<file path="src/rtl/gen_v2_pkg.sv">
`default_nettype none
`timescale 1ns / 1ps
// +--------------------------------------------------------------------------+
// | Package : gen_v2_pkg                                                     |
// | Purpose : Shared constants, FIFO entry layout and the sample-to-pixel    |
// |           conversion used by the generator_v2 output framer.             |
// | Contents: DATA_WIDTH/FRAC_BITS/OUT_WIDTH/IMG_W/IMG_H, counter widths,    |
// |           fifo_entry_t {sof, eol, eof, pix}, to_pixel().                 |
// | Revision: 1.0 - initial release                                          |
// +--------------------------------------------------------------------------+
package gen_v2_pkg;

  localparam int DATA_WIDTH = 16;
  localparam int FRAC_BITS  = 8;
  localparam int OUT_WIDTH  = 8;
  localparam int IMG_W      = 32;
  localparam int IMG_H      = 32;

  localparam int COL_W = (IMG_W > 1) ? $clog2(IMG_W) : 1;
  localparam int ROW_W = (IMG_H > 1) ? $clog2(IMG_H) : 1;

  // Right shift that maps the (FRAC_BITS+1)-bit [0, 2.0) range onto OUT_WIDTH bits.
  localparam int SHIFT   = FRAC_BITS + 1 - OUT_WIDTH;
  localparam int PIX_MAX = (1 << OUT_WIDTH) - 1;

  typedef struct packed {
    logic                 sof;
    logic                 eol;
    logic                 eof;
    logic [OUT_WIDTH-1:0] pix;
  } fifo_entry_t;

  localparam int ENTRY_W = $bits(fifo_entry_t);

  // Offset a tanh-range sample by +1.0, rescale, and saturate to an
  // unsigned pixel. Truncating shift, no rounding.
  function automatic logic [OUT_WIDTH-1:0] to_pixel(input logic signed [DATA_WIDTH-1:0] s);
    logic signed [DATA_WIDTH:0] sum;
    logic signed [DATA_WIDTH:0] sh;
    logic signed [DATA_WIDTH:0] pix_max_s;
    pix_max_s = (DATA_WIDTH + 1)'(PIX_MAX);
    sum       = {s[DATA_WIDTH-1], s} + (DATA_WIDTH + 1)'(1 << FRAC_BITS);
    sh        = sum >>> SHIFT;
    if (sh[DATA_WIDTH]) begin
      return '0;
    end else if (sh > pix_max_s) begin
      return '1;
    end else begin
      return sh[OUT_WIDTH-1:0];
    end
  endfunction

endpackage : gen_v2_pkg
`default_nettype wire

</file>
<file path="src/rtl/gen_v2_output_framer_fifo.sv">
`default_nettype none
`timescale 1ns / 1ps
// +--------------------------------------------------------------------------+
// | Module  : sync_fifo_fwft                                                 |
// | Purpose : Synchronous first-word-fall-through FIFO. The head entry is    |
// |           visible on rdata whenever empty is low. A push while full is   |
// |           accepted only if a pop happens in the same cycle.              |
// | Ports   : clk, rst_n (async, active-low), clr (sync clear)               |
// |           push/wdata  - write request and data                           |
// |           pop         - consume head (ignored when empty)                |
// |           rdata       - head entry                                       |
// |           full/empty  - occupancy flags                                  |
// | Revision: 1.0 - initial release                                          |
// +--------------------------------------------------------------------------+
module sync_fifo_fwft #(
  parameter int WIDTH = 11,
  parameter int DEPTH = 16
) (
  input  logic             clk,
  input  logic             rst_n,
  input  logic             clr,
  input  logic             push,
  input  logic [WIDTH-1:0] wdata,
  input  logic             pop,
  output logic [WIDTH-1:0] rdata,
  output logic             full,
  output logic             empty
);

  localparam int AW = $clog2(DEPTH);

  if ((DEPTH < 2) || ((DEPTH & (DEPTH - 1)) != 0)) begin : g_bad_depth
    $error("sync_fifo_fwft: DEPTH must be a power of 2 and at least 2");
  end

  logic [WIDTH-1:0] r_mem [DEPTH];
  logic [AW-1:0]    r_wr_ptr;
  logic [AW-1:0]    r_rd_ptr;
  logic [AW:0]      r_count;
  logic             w_pop;
  logic             w_wr;

  assign empty = (r_count == '0);
  assign full  = (r_count == (AW + 1)'(DEPTH));
  assign rdata = r_mem[r_rd_ptr];

  assign w_pop = pop && !empty;
  // When full, the slot being written is the one the pop frees this cycle.
  assign w_wr  = push && (!full || w_pop);

  always_ff @(posedge clk or negedge rst_n) begin
    if (!rst_n) begin
      r_wr_ptr <= '0;
      r_rd_ptr <= '0;
      r_count  <= '0;
    end else if (clr) begin
      r_wr_ptr <= '0;
      r_rd_ptr <= '0;
      r_count  <= '0;
    end else begin
      if (w_wr) begin
        r_wr_ptr <= r_wr_ptr + AW'(1);
      end
      if (w_pop) begin
        r_rd_ptr <= r_rd_ptr + AW'(1);
      end
      case ({w_wr, w_pop})
        2'b10:   r_count <= r_count + (AW + 1)'(1);
        2'b01:   r_count <= r_count - (AW + 1)'(1);
        default: r_count <= r_count;
      endcase
    end
  end

  // Storage needs no reset: nothing is visible until the count says so.
  always_ff @(posedge clk) begin
    if (w_wr) begin
      r_mem[r_wr_ptr] <= wdata;
    end
  end

endmodule : sync_fifo_fwft
`default_nettype wire

</file>
<file path="src/rtl/gen_v2_output_framer.sv">
`default_nettype none
`timescale 1ns / 1ps
// +--------------------------------------------------------------------------+
// | Module  : gen_v2_output_framer                                           |
// | Purpose : Converts generator_v2 signed samples to unsigned pixels, tags  |
// |           frame position (sof/eol/eof), buffers them in an FWFT FIFO and |
// |           presents a ready/valid master stream. Counts completed frames  |
// |           and flags pixels lost to FIFO overflow.                        |
// | Ports   : clk, rst_n (async, active-low), clr (sync soft clear)          |
// |           valid_in/data_in          - input stream, no backpressure      |
// |           m_valid/m_ready/m_data    - output pixel handshake             |
// |           m_sof/m_eol/m_eof         - position tags of head pixel        |
// |           frame_done                - pulse after eof pixel transfers    |
// |           frame_count               - completed frames, mod 2^16         |
// |           overflow                  - sticky, a pixel was dropped        |
// | Revision: 1.0 - initial release                                          |
// +--------------------------------------------------------------------------+
module gen_v2_output_framer
  import gen_v2_pkg::*;
#(
  parameter int FIFO_DEPTH = 16
) (
  input  logic                  clk,
  input  logic                  rst_n,
  input  logic                  clr,
  input  logic                  valid_in,
  input  logic [DATA_WIDTH-1:0] data_in,
  output logic                  m_valid,
  input  logic                  m_ready,
  output logic [OUT_WIDTH-1:0]  m_data,
  output logic                  m_sof,
  output logic                  m_eol,
  output logic                  m_eof,
  output logic                  frame_done,
  output logic [15:0]           frame_count,
  output logic                  overflow
);

  if (FRAC_BITS + 1 < OUT_WIDTH) begin : g_bad_frac
    $error("gen_v2_output_framer: FRAC_BITS+1 must be >= OUT_WIDTH");
  end

  logic [COL_W-1:0]   r_col;
  logic [ROW_W-1:0]   r_row;
  logic               r_s1_valid;
  fifo_entry_t        r_s1_entry;
  logic               r_frame_done;
  logic [15:0]        r_frame_count;
  logic               r_overflow;

  logic               w_last_col;
  logic               w_last_row;
  logic [ENTRY_W-1:0] w_rdata;
  fifo_entry_t        w_head;
  logic               w_full;
  logic               w_empty;
  logic               w_pop;
  logic               w_drop;

  assign w_last_col = (r_col == COL_W'(IMG_W - 1));
  assign w_last_row = (r_row == ROW_W'(IMG_H - 1));

  // Stage S1: convert and tag. Position advances on every input sample,
  // whether or not the FIFO later accepts it, so framing tracks the source.
  always_ff @(posedge clk or negedge rst_n) begin
    if (!rst_n) begin
      r_col      <= '0;
      r_row      <= '0;
      r_s1_valid <= 1'b0;
      r_s1_entry <= '0;
    end else if (clr) begin
      r_col      <= '0;
      r_row      <= '0;
      r_s1_valid <= 1'b0;
      r_s1_entry <= '0;
    end else begin
      r_s1_valid <= valid_in;
      if (valid_in) begin
        r_s1_entry.pix <= to_pixel(data_in);
        r_s1_entry.sof <= (r_col == '0) && (r_row == '0);
        r_s1_entry.eol <= w_last_col;
        r_s1_entry.eof <= w_last_col && w_last_row;
        if (w_last_col) begin
          r_col <= '0;
          r_row <= w_last_row ? '0 : r_row + ROW_W'(1);
        end else begin
          r_col <= r_col + COL_W'(1);
        end
      end
    end
  end

  sync_fifo_fwft #(
    .WIDTH (ENTRY_W),
    .DEPTH (FIFO_DEPTH)
  ) u_fifo (
    .clk   (clk),
    .rst_n (rst_n),
    .clr   (clr),
    .push  (r_s1_valid),
    .wdata (r_s1_entry),
    .pop   (w_pop),
    .rdata (w_rdata),
    .full  (w_full),
    .empty (w_empty)
  );

  assign w_head = fifo_entry_t'(w_rdata);
  assign w_pop  = m_valid && m_ready;
  assign w_drop = r_s1_valid && w_full && !w_pop;

  // Everything is gated by m_valid so an empty FIFO presents all zeros.
  assign m_valid = !w_empty;
  assign m_data  = m_valid ? w_head.pix : '0;
  assign m_sof   = m_valid && w_head.sof;
  assign m_eol   = m_valid && w_head.eol;
  assign m_eof   = m_valid && w_head.eof;

  always_ff @(posedge clk or negedge rst_n) begin
    if (!rst_n) begin
      r_frame_done  <= 1'b0;
      r_frame_count <= '0;
      r_overflow    <= 1'b0;
    end else if (clr) begin
      r_frame_done  <= 1'b0;
      r_frame_count <= '0;
      r_overflow    <= 1'b0;
    end else begin
      r_frame_done <= w_pop && w_head.eof;
      if (w_pop && w_head.eof) begin
        r_frame_count <= r_frame_count + 16'd1;
      end
      if (w_drop) begin
        r_overflow <= 1'b1;
      end
    end
  end

  assign frame_done  = r_frame_done;
  assign frame_count = r_frame_count;
  assign overflow    = r_overflow;

endmodule : gen_v2_output_framer
`default_nettype wire

</file>
<file path="config.mk">
export PLATFORM = sky130hd
export DESIGN_NAME = gen_v2_output_framer
export DESIGN_NICKNAME = d
export VERILOG_FILES = /design/src/rtl/gen_v2_pkg.sv /design/src/rtl/gen_v2_output_framer_fifo.sv /design/src/rtl/gen_v2_output_framer.sv
export SDC_FILE = /design/constraint.sdc
export NUM_CORES = 1
export LEC_CHECK = 0
export ABC_AREA = 1
export ABC_CLOCK_PERIOD_IN_PS = 1900
export BUFFER_PORTS_ARGS = -buffer_cell sky130_fd_sc_hd__buf_2
export CAP_MARGIN = 30
export CORE_MARGIN = 4
export CORE_UTILIZATION = 50
export DETAILED_ROUTE_END_ITERATION = 8
export GPL_TIMING_DRIVEN = 1
export PLACE_DENSITY = 0.7
export SETUP_SLACK_MARGIN = 0.15
export SLEW_MARGIN = 30
export SYNTH_ARGS = -nofsm -noshare
export SYNTH_HDL_FRONTEND = slang
export SYNTH_SLANG_ARGS = --single-unit
</file>
<file path="constraint.sdc">
create_clock -name clk -period 1.9 [get_ports clk]
set_input_delay 0.285 -clock clk [delete_from_list [all_inputs] [get_ports clk]]
set_output_delay 0.285 -clock clk [all_outputs]
set_load 0.02 [all_outputs]
</file>
## Word-level counts from Yosys, hierarchy flattened

Memory sizes are Yosys's and may differ from the RTL's.
Index checks and enable logic that the tools add are counted.
W data, S select, Z words.

| cells by class | value |
|---|---|
| add/sub/neg operators | 8 |
| multipliers | 0 |
| div/mod/pow operators | 0 |
| order comparisons | 1 |
| equality and inequality tests | 5 |
| shifts and indexed selects | 0 |
| mux-type cells | 26 |
| bitwise operators | 0 |
| reduce and logical (&&, ||, !) cells | 26 |

Operator list:

| operator | number |
|---|---|
| $mux W5 | 8 |
| $mux W16 | 2 |
| $mux W8 | 3 |
| $mux W11 | 2 |
| $add A16 B10 Y17 const B | 1 |
| $add A16 B1 Y16 const B | 1 |
| $gt A16 B9 Y1 const B | 1 |
| $mux W4 | 4 |
| $add A5 B1 Y5 const B | 3 |
| $eq A5 B5 Y1 const B | 3 |
| $logic_not A5 Y1 | 3 |
| $reduce_bool A2 Y1 | 6 |
| $logic_and A1 B1 Y1 | 11 |
| $pmux W5 S2 | 1 |
| $add A4 B1 Y4 const B | 2 |
| $mux W1 | 6 |
| $sub A5 B1 Y5 const B | 1 |
| $logic_not A1 Y1 | 3 |
| $reduce_bool A3 Y1 | 1 |
| $eq A2 B1 Y1 const B | 1 |
| $eq A2 B2 Y1 const B | 1 |
| $reduce_and A2 Y1 | 1 |
| $logic_or A1 B1 Y1 | 1 |

| storage, ports and cells | value |
|---|---|
| bits in registers | 53 |
| latch bits | 0 |
| bits in writable memories | 176 |
| memory bits (read-only) | 0 |
| input bits | 21 |
| memories | 1 |

Memory list:

| memory | words | bits a word | rd ports | clocked after Yosys merged registers in | wr ports | line | RTL |
|---|---|---|---|---|---|---|---|
| u_fifo.r_mem | 16 | 11 | 1 | 0 | 1 | gen_v2_output_framer_fifo.sv:36 | `logic [WIDTH-1:0] r_mem [DEPTH];` |

## Logic depth before layout (Yosys ltp)

| logic depth | value |
|---|---|
| word-level depth | 9 |
| depth in mapped cells | 16 |

## By module

From an unflattened synthesis, not the netlist that was laid out.

| unflattened totals | value |
|---|---|
| cells, all modules | 947 |
| area, all modules | 10279.9 um2 |

Modules (own cells, without submodules):

| module | instances | cells an instance | area each (um2) | seq. area each (um2) |
|---|---|---|---|---|
| sync_fifo_fwft | 1 | 641 | 7962.6 | 5610.4 |
| gen_v2_output_framer | 1 | 306 | 2317.2 | 1001.0 |

## Worst setup path after synthesis

No wires, ideal clock.

| timing path | value |
|---|---|
| kind | register to register |
| start | reg u_fifo.r_count[1] |
| end | reg u_fifo.r_count[4] |
| arrival time | 1.970 ns |
| setup slack | -0.187 ns |
| stages on the path, launching flop included | 17 |
| period minus slack after synthesis | 2.087 ns |
| cell sequence | dfrtp_1 -> nor2_1 -> nand4_2 -> nand2_2 -> inv_1 -> nand2_2 -> inv_1 -> ha_1 -> nand2_1 -> nand2_1 -> nand2_1 -> nand2_1 -> nand2_1 -> nand2_1 -> xor2_1 -> nand2_1 -> nand2_1 |

| between the ends | value |
|---|---|
| longest elaborated chain between the ends | 9 |
| elaborated cells between the ends (all ways) | 15 |
| classes of those cells | add/sub: 2; eq/ne: 3; mux: 2; reduce/logical: 8 |

RTL lines:

| element | line | RTL |
|---|---|---|
| start: declaration | gen_v2_output_framer_fifo.sv:39 | `logic [AW:0] r_count;` |
| start signal: assignment | gen_v2_output_framer_fifo.sv:68 | `2'b10: r_count <= r_count + (AW + 1)'(1);` |
| start signal: assignment | gen_v2_output_framer_fifo.sv:69 | `2'b01: r_count <= r_count - (AW + 1)'(1);` |
| start signal: assignment | gen_v2_output_framer_fifo.sv:70 | `default: r_count <= r_count;` |
| $logic_not A5 Y1 * | gen_v2_output_framer_fifo.sv:43 | `assign empty = (r_count == '0);` |
| $logic_not A1 Y1 * | gen_v2_output_framer.sv:113 | `assign m_valid = !w_empty;` |
| named net m_valid | gen_v2_output_framer.sv:28 | `output logic m_valid,` |
| $logic_and A1 B1 Y1 | gen_v2_output_framer.sv:109 | `assign w_pop = m_valid && m_ready;` |
| $logic_and A1 B1 Y1 * | gen_v2_output_framer_fifo.sv:47 | `assign w_pop = pop && !empty;` |
| $logic_or A1 B1 Y1 | gen_v2_output_framer_fifo.sv:49 | `assign w_wr = push && (!full \|\| w_pop);` |
| $logic_and A1 B1 Y1 | gen_v2_output_framer_fifo.sv:49 |  |
| $eq A2 B1 Y1 or $eq A2 B2 Y1 (tied branches) | gen_v2_output_framer_fifo.sv:67 | `case ({w_wr, w_pop})` |
| $pmux W5 S2 | gen_v2_output_framer_fifo.sv:67 |  |
| $mux W5 | gen_v2_output_framer_fifo.sv:56 | `end else if (clr) begin` |

The timed path passes the listed nets; every way through them passes the cells marked *.
A chain may end at the register's enable or synchronous reset.

## Worst setup path in the final report

| timing path | value |
|---|---|
| start | reg u_fifo.r_rd_ptr[0] |
| end | out m_data[0] |

| between the ends | value |
|---|---|
| longest elaborated chain between the ends | 2 |

RTL lines:

| element | line | RTL |
|---|---|---|
| start: declaration | gen_v2_output_framer_fifo.sv:38 | `logic [AW-1:0] r_rd_ptr;` |
| start signal: assignment | gen_v2_output_framer_fifo.sv:65 | `r_rd_ptr <= r_rd_ptr + AW'(1);` |
| $mem_v2 Z16 W11 | n/a |  |
| $mux W8 | gen_v2_output_framer.sv:114 | `assign m_data = m_valid ? w_head.pix : '0;` |
| end: declaration | gen_v2_output_framer.sv:30 | `output logic [OUT_WIDTH-1:0] m_data,` |

No other way between the ends.

==> tab_implementation.tex <==
\begin{tabular}{lr}
\hline
Metric & Value \\
\hline
\multicolumn{2}{l}{\textbf{Timing}} \\
Final hold violation count & 0 \\
Setup violators final & 11 \\
Hold\_ws & 0.0837 ns \\
Fmax & 400 MHz \\
Worst-case headroom to the max-slew limit & 0.541 \\
Period utilisation layout & 1.32 \\
Final-report max-slew violation count & 0 \\
RSZ-0062 raised after global routing & true \\
Crit path time final & 2.50 ns \\
Final sum of negative setup slack & -5.86 ns \\
Largest clock skew in the final design & 0.0264 ns \\
Measured slew at the worst slew-check pin & 0.689 ns \\
Final Worst Setup Slack & -0.601 ns \\
\multicolumn{2}{l}{\textbf{Setup path}} \\
Reg2Reg Setup Slack & 0.01 ns \\
Crit Path Category & register to output port \\
Slowest-stage cell, CP & dfrtp\_2 \\
Worst r2r path cells & 12 \\
CP required & 1.62 ns \\
Most frequent cell on the critical path & nand2\_1 \\
CP endpoint kind & output port \\
Worst path max stage delay & 0.47 ns \\
Crit path max fanout & 6 \\
Arr. time, crit path & 2.22 ns \\
Startpoint types & register \\
Reg-to-reg startpoint & u\_fifo.r\_rd\_ptr[0]\$\_DFFE\_PN0P\_ \\
Ordered list of cells on the worst path & clkinv\_4 -> buf\_12 -> buf\_16 -> nand2\_1 -> nand3\_1 -> nand2\_1 -> a21oi\_1 -> o31ai\_2 -> a21oi\_2 -> buf\_6 \\
Worst R2R End & frame\_count[2]\$\_DFFE\_PN0P\_ \\
\multicolumn{2}{l}{\textbf{Cells and area}} \\
Net total in the final layout & 1156 \\
Filler cell count in the final layout & 1422 \\
Cell area after layout & 13600 um\^{}2 \\
Ant diodes & 0 \\
Area added between synthesis and finish & 33.2\% \\
Share of final-layout standard cells stronger than drive strength 1 & 0.317 \\
\multicolumn{2}{l}{\textbf{Power and ir drop}} \\
Static Leakage & 0.00551 uW \\
Internal power & 11500 uW \\
Worst IR drop on VDD & 0.954 mV \\
Net switching power of the design & 6270 uW \\
Power Total & 17700 uW \\
Sequential Power Share & 0.323 \\
Fraction of power consumed by the clock network & 0.250 \\
Net Sw Frac & 0.354 \\
Share of power burned in combinational logic & 0.426 \\
Ratio of total power to cell area & 1300 nW/um\^{}2 \\
\multicolumn{2}{l}{\textbf{Synth}} \\
Number of synthesized flops with an enable pin & 176 \\
Async S/R FF share, synth & 0.231 \\
Synthesized area divided by synthesized cell count & 10.3 um\^{}2 \\
Sequential element share of the synthesized area & 0.647 \\
Synth cell count leaders & 267 x nand2\_1, 176 x edfxtp\_1, 91 x nor2\_1, 89 x nand3\_1, 74 x inv\_1 \\
Netlist area before placement & 10200 um\^{}2 \\
Instance count of the mapped netlist & 994 \\
Number of synthesized register bits & 229 \\
Synth top area share & 0.517 \\
Cell types with the largest area share after synthesis & edfxtp\_1 52\%, dfrtp\_1 13\%, nand2\_1 9.8\%, nand3\_1 4.4\%, nor2\_1 3.3\% \\
Most frequently used cell type in the post-synthesis netlist & nand2\_1 \\
Number of unique standard cell types used by synthesis & 35 \\
Post-synthesis cell type with the largest combined area & edfxtp\_1 \\
Post-synthesis net count & 1032 \\
Most used DFF post-synth & edfxtp\_1 \\
Synth warn & 0 \\
\multicolumn{2}{l}{\textbf{Place}} \\
RePlAce Congestion & 0.826 \\
HPWL reported at the end of detailed placement & 14900 um \\
DP Area & 11500 um\^{}2 \\
Buffers on Ports & 49 \\
\multicolumn{2}{l}{\textbf{Detailed routing}} \\
Aggregate routed wire length & 25600 um \\
Initial detailed-routing violation count & 586 \\
Average via count per standard cell & 5.47 \\
Number of DRC violations after detailed routing & 0 \\
Number of detailed-route iterations in the first pass & 5 \\
DR vias & 7695 \\
Post-detailed-route count of antenna-violating nets & 0 \\
Wire length per cell & 18.2 um \\
\multicolumn{2}{l}{\textbf{Die}} \\
Std-Cell Rows & 52 \\
Initial cell density of the core & 0.507 \\
I/O pin total & 51 \\
Core Footprint & 20200 um\^{}2 \\
Die Span X & 151 um \\
Die Outline Area & 22800 um\^{}2 \\
Height of the die & 151 um \\
\multicolumn{2}{l}{\textbf{Clock network}} \\
CTS tree & yes \\
Cell chosen for the clock root & clkbuf\_16 \\
Clock edge transition at the registers on the reported setup and hold paths & 0.06 ns \\
Skew-Pair Late Insertion Delay & 0.52 ns \\
Number of CTS-inserted buffers & 25 \\
Number of buffers between clock root and the deepest sink & 3 \\
\# H-tree levels & 1 \\
Clock Sink Count & 229 \\
\multicolumn{2}{l}{\textbf{Global route}} \\
Largest net degree at the start of global routing & 39 \\
Via count of the first global-routing pass & 7472 \\
Number of antenna violations at the first check in global routing & 0 \\
GRT overflow & 0 \\
Total track usage & 0.215 \\
Global-route wire length before repair & 38400 um \\
\multicolumn{2}{l}{\textbf{Run status}} \\
Failing checks & setup timing \\
Run status & finished with violations \\
\multicolumn{2}{l}{\textbf{Worst hold path}} \\
Startpoint of the lowest-slack hold path & data\_in[3] \\
Number of instances on the worst hold path & 5 \\
Hold Crit Endpoint & r\_s1\_entry[2]\$\_DFFE\_PN0P\_ \\
Hold Path Class & input port to register \\
\multicolumn{2}{l}{\textbf{Run}} \\
Max-cap check violation count & 0 \\
\hline
\end{tabular}
## worst max-delay path, delay by kind of cell, from the launching register on
kind / cells / cell delay [ns]
AO/OA/AOI/OAI: 3 / 0.49
buffers and inverters: 4 / 0.50
flip-flops: 1 / 0.47
AND/OR/NAND/NOR: 3 / 0.23
## stage by stage
stage / utilization / cells / setup slack (ns)
6_report: 0.675 / 1407 / -0.601
5_1_grt: 0.675 / 1407 / -0.691
2_1_floorplan: - / 994 / -0.0320
3_5_place_dp: 0.572 / 1328 / -0.0973
4_1_cts: 0.643 / 1393 / -0.560
3_3_place_gp: 0.572 / 1328 / -0.0833
## area by class of cell
cell class	instances	area, um^2	share of cell area
timing repair buffer	142	1670	0.123
clock inverter	15	101	0.00745
inverter	76	295	0.0217
sequential	229	6610	0.486
tap	270	338	0.0248
multi-input combinational	644	3940	0.289
clock buffer	31	648	0.0476
## power groups by stage
stage | clock [uW] | sequential [uW] | combinational, uW
2_1_floorplan | 0 | 5760 | 3160
3_3_place_gp | 0 | 5800 | 4830
3_5_place_dp | 0 | 5810 | 4940
4_1_cts | 4500 | 5710 | 6470
5_1_grt | 4710 | 5740 | 8040
6_report | 4440 | 5730 | 7560
## sequential cells by signal, summed over array words and instances (netlist names)
signal,flops
r_row,5
frame_done,1
frame_count,16
r_s1_entry,11
u_fifo.r_rd_ptr,4
r_s1_valid,1
u_fifo.r_wr_ptr,4
overflow,1
u_fifo.r_count,5
u_fifo.r_mem,176
r_col,5
## worst max path at each step
stage / start / endpoint / slack (ns) / cells past startpoint
after global routing: u_fifo.r_rd_ptr[0]$_DFFE_PN0P_ / m_data[0] / -0.69 / 10
after floorplan: u_fifo.r_count[2]$_DFFE_PN0P_ / u_fifo.r_count[4]$_DFFE_PN0P_ / -0.03 / 16
final: u_fifo.r_rd_ptr[0]$_DFFE_PN0P_ / m_data[0] / -0.60 / 10
after detailed placement: u_fifo.r_rd_ptr[0]$_DFFE_PN0P_ / m_data[6] / -0.1 / 8
after global placement: u_fifo.r_rd_ptr[0]$_DFFE_PN0P_ / m_data[6] / -0.08 / 8
after CTS: u_fifo.r_rd_ptr[0]$_DFFE_PN0P_ / m_data[7] / -0.56 / 10
## cells by family after synthesis
family                   Yosys count  synth area share
buffers and inverters            122            0.0511
AND/OR/NAND/NOR                  485             0.200
AO/OA/AOI/OAI                    130            0.0708
adder cells (fa/ha/maj)           17            0.0216
XOR/XNOR                          11           0.00943
flip-flops                       229             0.647
## repair_timing
item | 4_1_cts | 5_1_grt
hold endpoints to repair | 21 | 0
pin swaps | 25 | 69
hold buffers | 2 | 0
gates cloned | 7 | 4
setup buffers | 10 | 10
resized for setup | 98 | 121
endpoints found under the setup margin | 206 | 128
## layout by cell type (no fill, tap or decap), drive strengths merged
cell / instances
nand3: 90
a22o: 1
buf: 136
nand4: 26
o21bai: 2
dlygate4sd3: 2
clkbuf: 35
and3: 1
xor2: 9
o21a: 1
ha: 16
dfrtp: 53
bufinv: 1
inv: 76
clkinv: 14
nor3: 3
nand2: 272
nor4: 2
edfxtp: 176
a41oi: 1
nor2: 91
xnor2: 2
o21ai: 40
a21oi: 62
fa: 1
or2: 1
a211oi: 1
o31ai: 22
## per-layer routing
metal	global-route usage	vias to the layer above	part of all wire
met5	0	-	0
met4	0.0680	0	0.034
met3	0.0275	51	0.044
met2	0.378	202	0.52
met1	0.278	3781	0.40
li1	-	3661	-
Power figures use the tool's default switching activity.
